[src/rtl/debounce_timer_scheduler.sv]
// rtl/debounce_timer_scheduler.sv - N-input button debouncer sharing one round-robin timer
//
// One timer is granted to one input at a time. The granted input's new level
// is committed only after it has held steady for SATURATION_VALUE+1 clocks.
//
// Ports:
//   clk           : rising-edge clock
//   reset_n       : asynchronous active-low reset
//   noisy[N]      : raw button levels, asynchronous to clk
//   debounced[N]  : committed clean levels
//   press_pulse   : one-cycle pulse on debounced[i] 0->1
//   release_pulse : one-cycle pulse on debounced[i] 1->0
//   busy          : timer granted (TIMING or COMMIT)
//   owner         : index currently or last granted
module debounce_timer_scheduler #(
  parameter int N                = 4,
  parameter int SATURATION_VALUE = 1_999_999,
  localparam int CW              = $clog2(SATURATION_VALUE + 1),
  localparam int IW              = $clog2(N)
) (
  input  logic          clk,
  input  logic          reset_n,
  input  logic [N-1:0]  noisy,
  output logic [N-1:0]  debounced,
  output logic [N-1:0]  press_pulse,
  output logic [N-1:0]  release_pulse,
  output logic          busy,
  output logic [IW-1:0] owner
);

  typedef enum logic [1:0] {
    S_IDLE   = 2'd0,
    S_TIMING = 2'd1,
    S_COMMIT = 2'd2
  } state_t;

  localparam logic [CW-1:0] SAT_C  = CW'(SATURATION_VALUE);
  localparam logic [IW-1:0] LAST_0 = IW'(N - 1);

  state_t        r_state;
  state_t        w_state_next;
  logic [N-1:0]  r_sync1;
  logic [N-1:0]  r_sync2;
  logic [N-1:0]  r_debounced;
  logic [N-1:0]  r_press;
  logic [N-1:0]  r_release;
  logic [CW-1:0] r_count;
  logic [IW-1:0] r_owner;
  logic [IW-1:0] r_last;
  logic          r_target;
  logic          r_busy;

  logic [N-1:0]  w_mismatch;
  logic          w_found;
  logic [IW-1:0] w_winner;
  logic          w_hold;
  logic          w_sat;

  always_ff @(posedge clk or negedge reset_n) begin
    if (!reset_n) begin
      r_sync1 <= '0;
      r_sync2 <= '0;
    end else begin
      r_sync1 <= noisy;
      r_sync2 <= r_sync1;
    end
  end

  assign w_mismatch = r_sync2 ^ r_debounced;
  assign w_hold     = (r_sync2[r_owner] == r_target);
  assign w_sat      = (r_count == SAT_C);

  // Search starts just after the last granted index so a chattering input
  // cannot keep winning ahead of the others.
  always_comb begin
    w_found  = 1'b0;
    w_winner = '0;
    for (int k = 1; k <= N; k++) begin
      if (!w_found && w_mismatch[(int'(r_last) + k) % N]) begin
        w_found  = 1'b1;
        w_winner = IW'((int'(r_last) + k) % N);
      end
    end
  end

  always_ff @(posedge clk or negedge reset_n) begin
    if (!reset_n) begin
      r_state <= S_IDLE;
    end else begin
      r_state <= w_state_next;
    end
  end

  always_comb begin
    w_state_next = r_state;
    case (r_state)
      S_IDLE: begin
        if (w_found) begin
          w_state_next = S_TIMING;
        end
      end
      S_TIMING: begin
        if (!w_hold) begin
          w_state_next = S_IDLE;
        end else if (w_sat) begin
          w_state_next = S_COMMIT;
        end
      end
      S_COMMIT: begin
        w_state_next = S_IDLE;
      end
      default: begin
        w_state_next = S_IDLE;
      end
    endcase
  end

  always_ff @(posedge clk or negedge reset_n) begin
    if (!reset_n) begin
      r_debounced <= '0;
      r_press     <= '0;
      r_release   <= '0;
      r_count     <= '0;
      r_owner     <= '0;
      r_last      <= LAST_0;
      r_target    <= 1'b0;
      r_busy      <= 1'b0;
    end else begin
      r_busy <= (w_state_next != S_IDLE);
      case (r_state)
        S_IDLE: begin
          if (w_found) begin
            r_owner  <= w_winner;
            r_target <= r_sync2[w_winner];
            r_count  <= '0;
          end
        end
        S_TIMING: begin
          if (!w_hold) begin
            // Bounce or return to the old level: give up the timer and
            // advance the pointer so others get a turn.
            r_last  <= r_owner;
            r_count <= '0;
          end else if (w_sat) begin
            r_debounced[r_owner] <= r_target;
            r_press[r_owner]     <= r_target;
            r_release[r_owner]   <= ~r_target;
          end else begin
            r_count <= r_count + 1'b1;
          end
        end
        S_COMMIT: begin
          r_press   <= '0;
          r_release <= '0;
          r_last    <= r_owner;
        end
        default: begin
          r_press   <= '0;
          r_release <= '0;
        end
      endcase
    end
  end

  assign debounced     = r_debounced;
  assign press_pulse   = r_press;
  assign release_pulse = r_release;
  assign busy          = r_busy;
  assign owner         = r_owner;

endmodule

[config.mk]
export PLATFORM = sky130hd
export DESIGN_NAME = debounce_timer_scheduler
export DESIGN_NICKNAME = d
export VERILOG_FILES = /design/src/rtl/debounce_timer_scheduler.sv
export SDC_FILE = /design/constraint.sdc
export NUM_CORES = 1
export LEC_CHECK = 0
export ABC_AREA = 1
export BUFFER_PORTS_ARGS = -buffer_cell sky130_fd_sc_hd__buf_4
export CORE_MARGIN = 2
export CORE_UTILIZATION = 45
export DETAILED_ROUTE_END_ITERATION = 8
export PLACE_DENSITY_LB_ADDON = 0.15
export SYNTH_ARGS = -nofsm -noshare
export SYNTH_HDL_FRONTEND = slang
export SYNTH_SLANG_ARGS = --single-unit
[constraint.sdc]
create_clock -name clk -period 5.7 [get_ports clk]
set_input_delay 1.14 -clock clk [delete_from_list [all_inputs] [get_ports clk]]
set_output_delay 1.14 -clock clk [all_outputs]
set_load 0.03 [all_outputs]
# Yosys cells after proc, flatten, opt, wreduce, memory -nomap -nowiden
# Index checks and enable logic that the tools add are counted.
# Widths: inputs -> output; s select.
word_totals:
  register_bits: 49
  inputBits: 6
  elab_cells: 104
op_classes:
  addsub: 5
  order_cmp: 7
  n_eq_ne: 9
  muxes: 45
  n_bitwise: 7
  n_reduce_logical: 20
op_table:
  columns: ["operator", "count"]
  rows:
  - ["$mux 21", 3]
  - ["$pmux 21 s2", 1]
  - ["$add 21x1->21 const B", 1]
  - ["$eq 21x21->1 const B", 1]
  - ["$lt 3x4->1 const B", 4]
  - ["$mux 2", 8]
  - ["$mux 4", 4]
  - ["$pmux 4 s2", 2]
  - ["$mux 1", 15]
  - ["$bmux 1 s2", 6]
  - ["$bwmux 4", 3]
  - ["$reduce_and 3->1", 3]
  - ["$ne 2x2->1 const B", 4]
  - ["$pmux 2 s2", 2]
  - ["$reduce_or 2->1", 4]
  - ["$lt 2x3->1 const B", 2]
  - ["$reduce_bool 2->1", 3]
  - ["$add 2x1->2 const B", 2]
  - ["$add 2x2->2 const B", 2]
  - ["$and 1x1->1 const A", 4]
  - ["$logic_and 1x1->1", 4]
  - ["$reduce_and 2->1", 2]
  - ["$xor 4x4->4", 1]
  - ["$logic_not 1->1", 3]
  - ["8 further kinds", 9]

# Logic depth before layout (Yosys ltp)
logic_depth:
  ltp_word: 19
  depth_mapped: 15
  ltp_nobuf: 15

# Worst setup path after synthesis
# No wires, ideal clock.
synth_path:
  kind: "reg2reg"
  from: "reg r_owner[1], in the netlist owner[1]"
  to: "reg r_press[2], in the netlist press_pulse[2]"
  setup_ps: 118
  t_arrival_ps: 1790
  required_time_ps: 5582
  slack_ps: 3792
  stages_incl_launch_ff: 12
  n_path_buf: 0
  cell_sequence: "dfrtp_1 > inv_1 > nor2_1 > a21oi_2 > nand3_1 > nand2_4 > nor2_4 > nor2_1 > nor2_2 > o21ai_0 > nand2_1 > nand2_1"
synth_via:
  elab_chain_cells: 8
synth_rtl:
  columns: ["element", "line_no", "source"]
  rows:
  - ["start, declared", "48", "logic [IW-1:0] r_owner;"]
  - ["start signal, assigned", "133", "r_owner <= w_winner;"]
  - ["$lt 2x3->1 (not written as such) / $ge 2x1->1 (equally long branches)", "146", "r_press[r_owner] <= r_target;"]
  - ["$logic_and 1x1->1 (not written as such)", "146", null]
  - ["$mux 1 (not written as such)", "146", null]
  - ["$demux 1 s2", "146", null]
  - ["$bwmux 4", "146", null]
  - ["$mux 4", "144", "end else if (w_sat) begin"]
  - ["$mux 4", "139", "if (!w_hold) begin"]
  - ["$pmux 4 s2", "130", "case (r_state)"]
  - ["end signal, assigned by index", "146", null]
  - ["end, declared", "45", "logic [N-1:0] r_press;"]
# Parallel ways exist; a longest one is shown, timed or not. The select of a mux whose other input is x is not followed.
# A chain may end at the register's enable or synchronous reset.

# Worst setup path after layout
layout_path:
  from: "reg r_state[1]"
  to: "reg r_count[14]"
layout_via:
  elab_chain_cells: 3
layout_rtl:
  columns: ["element", "line_no", "source"]
  rows:
  - ["start, declared", "40", "state_t r_state;"]
  - ["start signal, assigned", "90", "r_state <= w_state_next;"]
  - ["$eq 2x1->1 / $logic_not 2->1 (equally long branches)", "130", null]
  - ["$ne 3x3->1 (no line), or another cell as far along", null, null]
  - ["$reduce_and 3->1 (no line)", null, null]
  - ["end signal, assigned", "149", "r_count <= r_count + 1'b1;"]
  - ["end, declared", "47", "logic [CW-1:0] r_count;"]
# Parallel ways exist; a longest one is shown, timed or not.

==> flow_summary.ini <==
[grt]
grt_overflow = 0
antenna_found_initial = 0
grt_usage_pct = 19.7
grt_max_degree = 50
first_global_vias = 2295
grt_pass1_wl_microns = 11100

[synth]
syn_nets = 378
seq_area_frac_synth_pct = 43.5
ys_ff_latch = 49
synth_flop_cell = dfrtp_1
syn_area_sq_mm = 0.00283
async_flop_share_pct = 100
synth_cells = 371
synth.area.top_cells = dfrtp_1, nand2_1, nand3_1, inv_1, xor2_1
synth_area_leader_cell = dfrtp_1
synth_edf_count = 0
avgSynthCellArea_sq_um = 7.62
synth.distinct_cells = 33
ys_warn_count = 0
synth_top_cell_area_share_pct = 41.6

[setup_path]
crit_arrival_ps = 3150
r2r_setup_slack_ps = 2790
worst-path-buf-inv = 1
required_ps = 5940
regToRegEndpoint = r_count[14]
critPathLaunchType = register
cp_max_fo = 36
critical-path-top-delay-family = compound AO/OA/AOI/OAI gates
crit_type = reg -> reg
r2r_start = r_state[1]
path_cells = nor2_1, clkinv_1, o21ai_4, nand4_1, a21oi_1
worstSetupEndpointType = register
slowest_stage = o21ai_4
rr_worst_depth = 5
slowest_delay_ps = 870

[die]
start_util_pct = 47.2
rows = 28
core_area_sq_mm = 0.00599
ios = 21
die_area_sq_mm = 0.00693
chipWidth_microns = 83.2
die_h_microns = 83.2

[timing]
fmax_ghz = 0.344
slew_headroom_pct = 41.9
grt_setup_unrepaired = no
hold_viol_final = 0
setup_viol = 0
finalCritPeriodShare_pct = 51.1
finalClockSkew_ps = 10.9
tightest_slew_ps = 868
tns_ps = 0
min_period_ps = 2910
maxSlewViolCount = 0

[detailed_routing]
drtIter0Drc = 293
via_per_inst = 5.46
routed_wl_microns = 6600
ant_nets = 0
drt-pass1-iter-count = 5
vias = 2543
wl_per_cell_microns = 14.2
drc = 0

[clocking]
cts_root_buf = clkbuf_8
path_clk_slew_ps = 100
numCtsBuffers = 5
clk_path_buf_depth = 2
h-tree-depth = 2
cts_resized = 0
numClockSinks = 49
hold_buffers = 0
cts_tree = done
worstSkewPairLatency_ps = 310
post-cts-setup-buffers = 0

[worst_hold_path]
whs_endpoint = r_sync2[1]
worstHoldPathCells = 0
min_from = r_sync1[1]
min_path_type = reg -> reg

[cells_and_area]
area_growth_pct = 10.5
fillers = 596
diodes = 0
drive_above_1_share_pct = 10.7
fin_nets = 397
final_cell_area_sq_mm = 0.00312

[placement]
placed_cell_area_sq_mm = 0.00302
dp_hpwl_microns = 4920
io_buffers = 20
place.gp.congestion = 0.873

[power_and_ir_drop]
max-vdd-ir-drop_mv = 0.261
leakage_nw = 1.44
power_density_mw_per_mm2 = 412
p_total_mw = 1.29

[status]
status = complete, no violations

[job]
drv_cap = 0
-- routing by layer --
metal  vias to the layer above  GRT usage (%)  routed length (microns)
met1                      1181           28.9                     3260
met2                        84           29.9                     2840
met5                         -              0                        0
met3                        15           3.08                      388
met4                         0           6.11                      112
li1                       1263              -                        -
-- synthesized netlist by cell type, types with 3 or more instances --
cell and number:
o21ai_0 22, nand3_1 46, nand2_1 98, inv_1 47, nor2_1 25, clkbuf_1 3
o32ai_1 5, dfrtp_1 47, nand4_1 10, nor2_2 3, nor4_1 9, nor3_1 9
a21oi_1 3, o21ai_1 3, xor2_1 14
-- stage by stage --
stage	setup WS (ps)	hold slack [ps]	cells	util (%)
2_1_floorplan	3790	331	371	-
3_3_place_gp	2940	334	458	50.3
3_5_place_dp	2860	336	458	50.3
4_1_cts	2830	356	466	52.1
5_1_grt	2460	361	466	52.1
6_report	2790	353	466	52.1
-- layout make-up --
type	count	area, sq um	area share, %
Inverter	49	186	5.97
Timing Repair Buffer	20	150	4.81
Sequential cell	49	1230	39.3
Multi-Input combinational cell	265	1360	43.4
Clock buffer	6	72.6	2.32
Tap cell	75	93.8	3.00
Clock inverter	2	35.0	1.12
-- layout by cell type, fill, tap and decap left out, types with 3 or more instances in the layout --
master    instances
nand2_1          98
inv_1            47
dfrtp_1          47
nand3_1          46
nor2_1           25
o21ai_0          22
buf_4            20
xor2_1           14
nand4_1          10
nor3_1            9
nor4_1            9
o32ai_1           5
clkbuf_8          5
nor2_2            3
a21oi_1           3
o21ai_1           3
-- flip-flops by register name, indices dropped and copies added, names as in the netlist --
register	flops
busy	1
debounced	4
owner	2
press_pulse	4
r_count	21
r_last	2
r_state	2
r_sync1	4
r_sync2	4
r_target	1
release_pulse	4
-- power by group --
group | switching, mW | total [mW] | internal (mW)
registers | 0.0511 | 0.444 | 0.393
clock network | 0.118 | 0.248 | 0.130
logic | 0.422 | 0.595 | 0.172
-- worst max-delay path by stage --
stage,from,endpoint,depth (start not counted)
after detailed placement,r_state[1],r_count[4],4
after CTS,r_state[1],r_count[14],5
final,r_state[1],r_count[14],5
after global routing,r_state[1],r_count[5],5
after global placement,r_state[1],r_count[14],5
after floorplan,owner[1],press_pulse[2],11
-- cell families after synthesis --
kind of cell             share of synthesized area [%]
AND/OR/NAND/NOR                                   32.9
buffers and inverters                             8.50
flip-flops                                        43.5
AO/OA/AOI/OAI                                     9.34
XOR/XNOR                                          4.65
multiplexers                                     0.709
adder cells (fa/ha/maj)                          0.443
Note: power is estimated with default switching activity, not from simulation.
